[src/rtl/bus_reg_pkg.sv]
// rtl/bus_reg_pkg.sv - shared access-mode encodings and parameter checks for bus_reg_array
package bus_reg_pkg;

  typedef enum logic [1:0] {
    ACC_RW  = 2'd0,
    ACC_W1C = 2'd1,
    ACC_RO  = 2'd2
  } acc_e;

  function automatic int clog2(input int value);
    int r;
    r = 0;
    for (int i = 0; i < 31; i++) begin
      if ((1 << i) < value) r = i + 1;
    end
    return r;
  endfunction

  function automatic bit bus_width_ok(input int w);
    return (w == 8) || (w == 16) || (w == 32);
  endfunction

  function automatic bit read_latency_ok(input int l);
    return (l == 1) || (l == 2);
  endfunction

endpackage

[src/rtl/bus_reg_rd_pipe.sv]
// rtl/bus_reg_rd_pipe.sv - fixed-latency read return pipeline (valid/data/err)
module bus_reg_rd_pipe #(
  parameter int WIDTH = 16,
  parameter int DEPTH = 1
) (
  input  logic             clk_i,
  input  logic             rst_i,
  input  logic             valid_i,
  input  logic [WIDTH-1:0] data_i,
  input  logic             err_i,
  output logic             valid_o,
  output logic [WIDTH-1:0] data_o,
  output logic             err_o
);

  logic [DEPTH-1:0] v_q;
  logic [DEPTH-1:0] e_q;
  logic [WIDTH-1:0] d_q [DEPTH];

  // Data only advances with a valid beat so the output holds the last read.
  always_ff @(posedge clk_i or posedge rst_i) begin
    if (rst_i) begin
      v_q <= '0;
      e_q <= '0;
      for (int k = 0; k < DEPTH; k++) d_q[k] <= '0;
    end else begin
      v_q[0] <= valid_i;
      e_q[0] <= valid_i & err_i;
      if (valid_i) d_q[0] <= data_i;
      for (int k = 1; k < DEPTH; k++) begin
        v_q[k] <= v_q[k-1];
        e_q[k] <= e_q[k-1];
        if (v_q[k-1]) d_q[k] <= d_q[k-1];
      end
    end
  end

  assign valid_o = v_q[DEPTH-1];
  assign data_o  = d_q[DEPTH-1];
  assign err_o   = e_q[DEPTH-1];

endmodule

[src/rtl/bus_reg_array.sv]
// rtl/bus_reg_array.sv - parametrised RW/W1C/RO register file on a simple CPU bus
module bus_reg_array
  import bus_reg_pkg::*;
#(
  parameter int                          BUS_WIDTH    = 16,
  parameter int                          NUM_REGS     = 8,
  parameter int                          ADDR_WIDTH   = 4,
  parameter int                          READ_LATENCY = 1,
  parameter logic [NUM_REGS-1:0]         RW_MASK      = '1,
  parameter logic [NUM_REGS-1:0]         W1C_MASK     = '0,
  parameter logic [NUM_REGS*BUS_WIDTH-1:0] INIT_VALUES = '0
) (
  input  logic                          i_Bus_Clk,
  input  logic                          i_Bus_Rst,
  input  logic                          i_Bus_CS,
  input  logic                          i_Bus_Wr_Rd_n,
  input  logic [ADDR_WIDTH-1:0]         i_Bus_Addr8,
  input  logic [BUS_WIDTH-1:0]          i_Bus_Wr_Data,
  output logic [BUS_WIDTH-1:0]          o_Bus_Rd_Data,
  output logic                          o_Bus_Rd_DV,
  output logic                          o_Bus_Rd_Err,
  input  logic [NUM_REGS*BUS_WIDTH-1:0] i_Reg_In,
  input  logic [NUM_REGS*BUS_WIDTH-1:0] i_Reg_Set,
  output logic [NUM_REGS*BUS_WIDTH-1:0] o_Reg_Out,
  output logic [NUM_REGS-1:0]           o_Reg_Wr_Pulse
);

  localparam int OFF  = clog2(BUS_WIDTH / 8);
  localparam int IDXW = ADDR_WIDTH - OFF;

  if (!bus_width_ok(BUS_WIDTH)) begin : g_bad_bus_width
    $error("bus_reg_array: BUS_WIDTH must be 8, 16 or 32");
  end
  if (!read_latency_ok(READ_LATENCY)) begin : g_bad_read_latency
    $error("bus_reg_array: READ_LATENCY must be 1 or 2");
  end
  if ((RW_MASK & W1C_MASK) != '0) begin : g_bad_masks
    $error("bus_reg_array: RW_MASK and W1C_MASK overlap");
  end

  logic [IDXW-1:0] idx;
  logic            in_range;
  logic            wr_cmd;
  logic            rd_cmd;

  assign idx      = i_Bus_Addr8[ADDR_WIDTH-1:OFF];
  assign in_range = 32'(idx) < NUM_REGS;
  assign wr_cmd   = i_Bus_CS & i_Bus_Wr_Rd_n & in_range;
  assign rd_cmd   = i_Bus_CS & ~i_Bus_Wr_Rd_n;

  if (OFF > 0) begin : g_byte_off
    logic unused_byte_off;
    assign unused_byte_off = ^i_Bus_Addr8[OFF-1:0];
  end

  logic [BUS_WIDTH-1:0] cur_val [NUM_REGS];
  logic [NUM_REGS-1:0]  pulse_d, pulse_q;

  for (genvar n = 0; n < NUM_REGS; n++) begin : g_reg
    localparam acc_e MODE = RW_MASK[n] ? ACC_RW : (W1C_MASK[n] ? ACC_W1C : ACC_RO);
    logic hit;
    assign hit        = wr_cmd && (32'(idx) == n);
    assign pulse_d[n] = hit;

    if (MODE == ACC_RO) begin : g_ro
      logic unused_set;
      assign unused_set = ^i_Reg_Set[n*BUS_WIDTH +: BUS_WIDTH];
      assign cur_val[n] = i_Reg_In[n*BUS_WIDTH +: BUS_WIDTH];
      assign o_Reg_Out[n*BUS_WIDTH +: BUS_WIDTH] = '0;
    end else begin : g_store
      logic [BUS_WIDTH-1:0] reg_q, reg_d;
      logic                 unused_in;
      assign unused_in = ^i_Reg_In[n*BUS_WIDTH +: BUS_WIDTH];

      // W1C: the clear is applied before the OR so a coincident event wins.
      always_comb begin
        reg_d = reg_q;
        if (MODE == ACC_RW) begin
          if (hit) reg_d = i_Bus_Wr_Data;
        end else begin
          reg_d = (reg_q & ~(hit ? i_Bus_Wr_Data : '0)) | i_Reg_Set[n*BUS_WIDTH +: BUS_WIDTH];
        end
      end

      if (MODE == ACC_RW) begin : g_rw_set
        logic unused_set;
        assign unused_set = ^i_Reg_Set[n*BUS_WIDTH +: BUS_WIDTH];
      end

      always_ff @(posedge i_Bus_Clk or posedge i_Bus_Rst) begin
        if (i_Bus_Rst) reg_q <= INIT_VALUES[n*BUS_WIDTH +: BUS_WIDTH];
        else           reg_q <= reg_d;
      end

      assign cur_val[n] = reg_q;
      assign o_Reg_Out[n*BUS_WIDTH +: BUS_WIDTH] = reg_q;
    end
  end

  logic [BUS_WIDTH-1:0] rd_data;
  always_comb begin
    rd_data = '0;
    for (int k = 0; k < NUM_REGS; k++) begin
      if (32'(idx) == k) rd_data = cur_val[k];
    end
  end

  always_ff @(posedge i_Bus_Clk or posedge i_Bus_Rst) begin
    if (i_Bus_Rst) pulse_q <= '0;
    else           pulse_q <= pulse_d;
  end
  assign o_Reg_Wr_Pulse = pulse_q;

  bus_reg_rd_pipe #(
    .WIDTH (BUS_WIDTH),
    .DEPTH (READ_LATENCY)
  ) u_rd_pipe (
    .clk_i   (i_Bus_Clk),
    .rst_i   (i_Bus_Rst),
    .valid_i (rd_cmd),
    .data_i  (rd_data),
    .err_i   (~in_range),
    .valid_o (o_Bus_Rd_DV),
    .data_o  (o_Bus_Rd_Data),
    .err_o   (o_Bus_Rd_Err)
  );

endmodule

[config.mk]
export PLATFORM = sky130hd
export DESIGN_NAME = bus_reg_array
export DESIGN_NICKNAME = d
export VERILOG_FILES = /design/src/rtl/bus_reg_pkg.sv /design/src/rtl/bus_reg_rd_pipe.sv /design/src/rtl/bus_reg_array.sv
export SDC_FILE = /design/constraint.sdc
export NUM_CORES = 1
export LEC_CHECK = 0
export ABC_AREA = 1
export BUFFER_PORTS_ARGS = -buffer_cell sky130_fd_sc_hd__buf_2
export CAP_MARGIN = 20
export CELL_PAD_IN_SITES_DETAIL_PLACEMENT = 2
export CELL_PAD_IN_SITES_GLOBAL_PLACEMENT = 2
export CORE_ASPECT_RATIO = 0.8
export CORE_UTILIZATION = 23
export CTS_BUF_LIST = sky130_fd_sc_hd__clkbuf_4
export DETAILED_ROUTE_END_ITERATION = 8
export PLACE_DENSITY = 0.85
export SETUP_SLACK_MARGIN = 0.2
export SLEW_MARGIN = 40
export SYNTH_ARGS = -nofsm -noshare
export SYNTH_HDL_FRONTEND = slang
export SYNTH_SLANG_ARGS = --single-unit
[constraint.sdc]
create_clock -name i_Bus_Clk -period 6.46 [get_ports i_Bus_Clk]
set_input_delay 1.292 -clock i_Bus_Clk [delete_from_list [all_inputs] [get_ports i_Bus_Clk]]
set_output_delay 1.292 -clock i_Bus_Clk [all_outputs]
set_load 0.01 [all_outputs]
---- Word level (Yosys, flattened, before mapping) ----
Cells that the tools add are included.
word-level totals
  word-level logic and storage cells ...... 38
  output and inout port bits .............. 154
  bits of input ports ..................... 280
  register bits after elaboration ......... 153
cells by class
  bitwise operators ....................... 3
  eq/ne operators ......................... 7
  multiplexer cells ....................... 8
  reductions and logical operators ........ 9
operators with widths
  operator                                       count
  2-to-1 mux 16 bit                              8
  == test 3 bit, second input constant           4
  logical AND 1 bit                              8
  == test 3 x 2 -> 1 bit, second input constant  2
  == test 3 x 1 -> 1 bit, second input constant  1
  logical NOT 3 bit                              1
  AND 1 bit                                      2
  inverter 1 bit                                 1

---- Logic depth before layout (Yosys ltp) ----
  depth in word-level cells ............... 9
  gate-level depth with buffers ........... 11
  mapped depth without buffers ............ 8

---- Hierarchy ----
Synthesis repeated with hierarchy kept, for this count alone.
unflattened totals
  cell total of the unflattened synthesis .. 750
  area total of the unflattened synthesis .. 6697.7 um^2
by module, submodules not included
  module           area an instance (um^2)  instances  cells an instance
  bus_reg_array    5992.0                   1          677
  bus_reg_rd_pipe  705.7                    1          73

---- Worst setup path after synthesis ----
Ideal clock, no wire load.
  path kind ............................... input-to-reg
  start ................................... input port i_Bus_Addr8[3]
  end ..................................... register g_reg[2].g_store.reg_q[0]
  arrival time ............................ 2.297 ns
  data required time ...................... 6.333 ns
  stages on the path ...................... 9
  buffers on the path ..................... 3
  slack ................................... 4.036 ns
  library setup time ...................... 0.127 ns
  cell sequence ........................... buf_4 inv_2 buf_6 nand3_4 nor2_4 inv_2 buf_2 nand2_1 o21ai_0
between the ends
  longest elaborated chain between the ends .. 2
RTL lines
  item                    line                 RTL
  start, declared         bus_reg_array.sv:17  input logic [ADDR_WIDTH-1:0] i_Bus_Addr8,
  == test 3 x 2 -> 1 bit  bus_reg_array.sv:62  assign hit = wr_cmd && (32'(idx) == n);
  logical AND 1 bit       bus_reg_array.sv:62
  net g_reg[2].hit        bus_reg_array.sv:61  logic hit;
  end signal, assigned    bus_reg_array.sv:91  if (i_Bus_Rst) reg_q <= INIT_VALUES[n*BUS_WIDTH +: BUS_WIDTH];
  end signal, assigned    bus_reg_array.sv:92  else reg_q <= reg_d;
  end, declared           bus_reg_array.sv:71  logic [BUS_WIDTH-1:0] reg_q, reg_d;
The timed path passes the listed nets, and every way through them passes these cells.
A chain may end at the register's enable or synchronous reset.

---- Final worst setup path ----
  start ................................... input port i_Bus_Addr8[3]
  end ..................................... register g_reg[4].g_store.reg_q[11]
between the ends
  longest elaborated chain between the ends .. 2
RTL lines
  item                  line
  == test 3 bit         bus_reg_array.sv:62
  logical AND 1 bit     bus_reg_array.sv:62
  end signal, assigned  bus_reg_array.sv:91
  end signal, assigned  bus_reg_array.sv:92
  end, declared         bus_reg_array.sv:71
No other way between the ends.

==> metrics <==
Final Hold Violating Endpoints 0; post-cts gate resize count 0; critical path peak fanout 39; Mapped Area 0.00664 mm2; critical path's largest stage delay about 770 ps; DRT iter0 DRCs 268; initial antenna violation count 1; Yosys warning count 0; Max H-tree Level 4; Period minus WS final between 3000 and 4000 ps; Hold WC Path Type flip-flop to flip-flop; Core Area 0.0284 mm2; status complete, no violations; Post-Syn Instances 767; Final GP Congestion 0.854; hold bufs inserted after CTS 0; flop and latch count out of synthesis 153; final net count 1203; Power Total approximately 2.6 mW; Max transition margin 43.5%; RSZ-0062 raised after global routing no; CP Class input port to flip-flop; maximum clock path buffer count 2; largest net degree at the start of global routing between 90 and 100; Port Buf Inserts 175; Final Routed Wirelength between 20000 and 30000 um; Starting Density 23.4%; Leak 4.05 nW; clock latency on the worst-skew pair about 550 ps; CTS buffer count 17; Die Y ~150 um; Tightest Pin Transition 847 ps; Final Cell Area roughly 0.008 mm2; vias in the first global route approximately 6.6k; fin cells ~1.3k; CTS tree built; Fmax between 300 and 400 MHz; ANT nets after route 0; crit-path cells buf_2 > clkinv_2 > nor3_4 > nand2_2 > nand2_1 > o21ai_0; CTS root buf clkbuf_4; clock-pin slew on the worst setup and hold paths 130 ps; R2R cell count 6; Worst Hold Depth 2; share of cells above drive strength 1 24.8%; CP Capture Type flip-flop; Final setup viols 0; DRC viols 0; fin crit share just under 50%; drt first pass iters 4; critical path's slowest cell nor3_4; mean post-synth cell area 8.66 um2; Post-CTS Setup Inserts 0; Max-cap violations 0; sequential share of the synthesized area 57.6%; Synthesized Nets 1047; vias per cell between 4 and 5; critical path startpoint category input port; VDD IR max 0.0985 mV; Final Max Tran Viols 0; Core Rows between 50 and 60; PwrDens roughly 320 mW/mm2; post-DP HPWL 20700 um; Total GRT Usage 18.9%; Die Width 192 um; Vias 6090; CTS Sinks 153; Cell variety after synth 24; first-pass GRT wire length slightly above 40000 um; wire length per cell between 20 and 25 um; Worst Path Arrival 3620 ps; Area Growth Syn to Fin 21.7%; Setup TNS Final 0 ps; Top Ports 434; DIE AREA just under 0.03 mm2; worst clock skew 23.4 ps; fin worst setup slack between 3000 and 4000 ps; placed cell count 1274; global route overflow 0; CP required 6870 ps; worst slack, placed 2700 ps; Placement Cell Area 0.00781 mm2
==> power breakdown <==
| part | switching [mW] | total, mW | internal [mW] |
|---|---|---|---|
| logic | 0.474 | 0.722 | 0.249 |
| registers | 0.158 | 1.31 | 1.15 |
| clock network | 0.362 | 0.590 | 0.228 |
==> through the flow <==
stage | util (%) | hold WS, ps
floorplan | - | 515
global placement | 27.5 | 466
detailed placement | 27.6 | 482
CTS | 28.5 | 515
global route | 28.5 | 541
finish | 28.5 | 504
==> final timing paths <==
path / slack, ps / endpoint / startpoint
min: 500 / u_rd_pipe.data_o[6] / u_rd_pipe.data_o[6]
max reg2reg: 5110 / u_rd_pipe.data_o[0] / g_reg[2].g_store.reg_q[0]
max: 3250 / g_reg[4].g_store.reg_q[11] / i_Bus_Addr8[3]
min in group asynchronous: 820 / o_Reg_Wr_Pulse[2] / i_Bus_Rst
min reg2reg: 500 / u_rd_pipe.data_o[6] / u_rd_pipe.data_o[6]
max in group asynchronous: 4590 / g_reg[3].g_store.reg_q[1] / i_Bus_Rst
==> flip-flops by register name, summed over array words and instances (netlist names) <==
signal / flops
g.g_store.reg_q: 128
u_rd_pipe.data_o: 16
o_Reg_Wr_Pulse: 8
u_rd_pipe.valid_o: 1
==> per-layer routing <==
| metal | global-route usage (%) | wire length [um] | vias up |
|---|---|---|---|
| met4 | 7.12 | 832 | 0 |
| met3 | 5.04 | 1740 | 23 |
| li1 | - | - | 2811 |
| met2 | 26.2 | 11200 | 156 |
| met1 | 27.6 | 13400 | 3100 |
| met5 | 0 | 0 | - |
==> layout make-up <==
| class | count | area (um2) |
|---|---|---|
| Fill cell | 3352 | 20300 |
| Sequential cell | 153 | 3830 |
| Multi-Input combinational cell | 503 | 2340 |
| Timing Repair Buffer | 182 | 932 |
| Tap cell | 370 | 463 |
| Inverter | 66 | 256 |
| Clock buffer | 18 | 135 |
| Clock inverter | 12 | 128 |
| Antenna cell | 1 | 2.50 |
==> synth_stat cells (all sizes together) <==
master / instances / area [um2]
nor4: 2 / 42.5
inv: 66 / 248
nand4: 36 / 225
buf: 30 / 186
conb: 1 / 3.75
dfrtp: 153 / 3830
a21oi: 68 / 340
o21ai: 96 / 480
nand3: 31 / 168
clkbuf: 15 / 57.6
nand2: 191 / 717
nor2: 73 / 294
nor3: 5 / 52.6
==> cells in the final DEF, fill, tap and decap left out, drive strengths merged <==
cell / count
o21ai: 96
nand2: 191
nor3: 5
nor4: 2
nand4: 36
a21oi: 68
inv: 67
nor2: 73
clkinv: 4
nand3: 31
clkinvlp: 5
diode: 1
buf: 182
conb: 1
clkbuf: 18
dfrtp: 153
bufinv: 2
==> critical path, delay by kind of cell <==
family / cells / cell delay, ps
compound gates: 1 / 100
buf+inv: 2 / 770
simple gates: 3 / 1450
==> kinds of logic (layout without fill, tap and decap cells) <==
group	count (synthesis)	count (layout)	synth area share, %
and+or+nand+nor	338	338	22.6
AOI/OAI and AO/OA	164	164	12.4
DFF	153	153	57.6
buffers and inverters	111	278	7.40
other	1	2	0.0564
No activity file was read; power rests on OpenSTA's default activity.
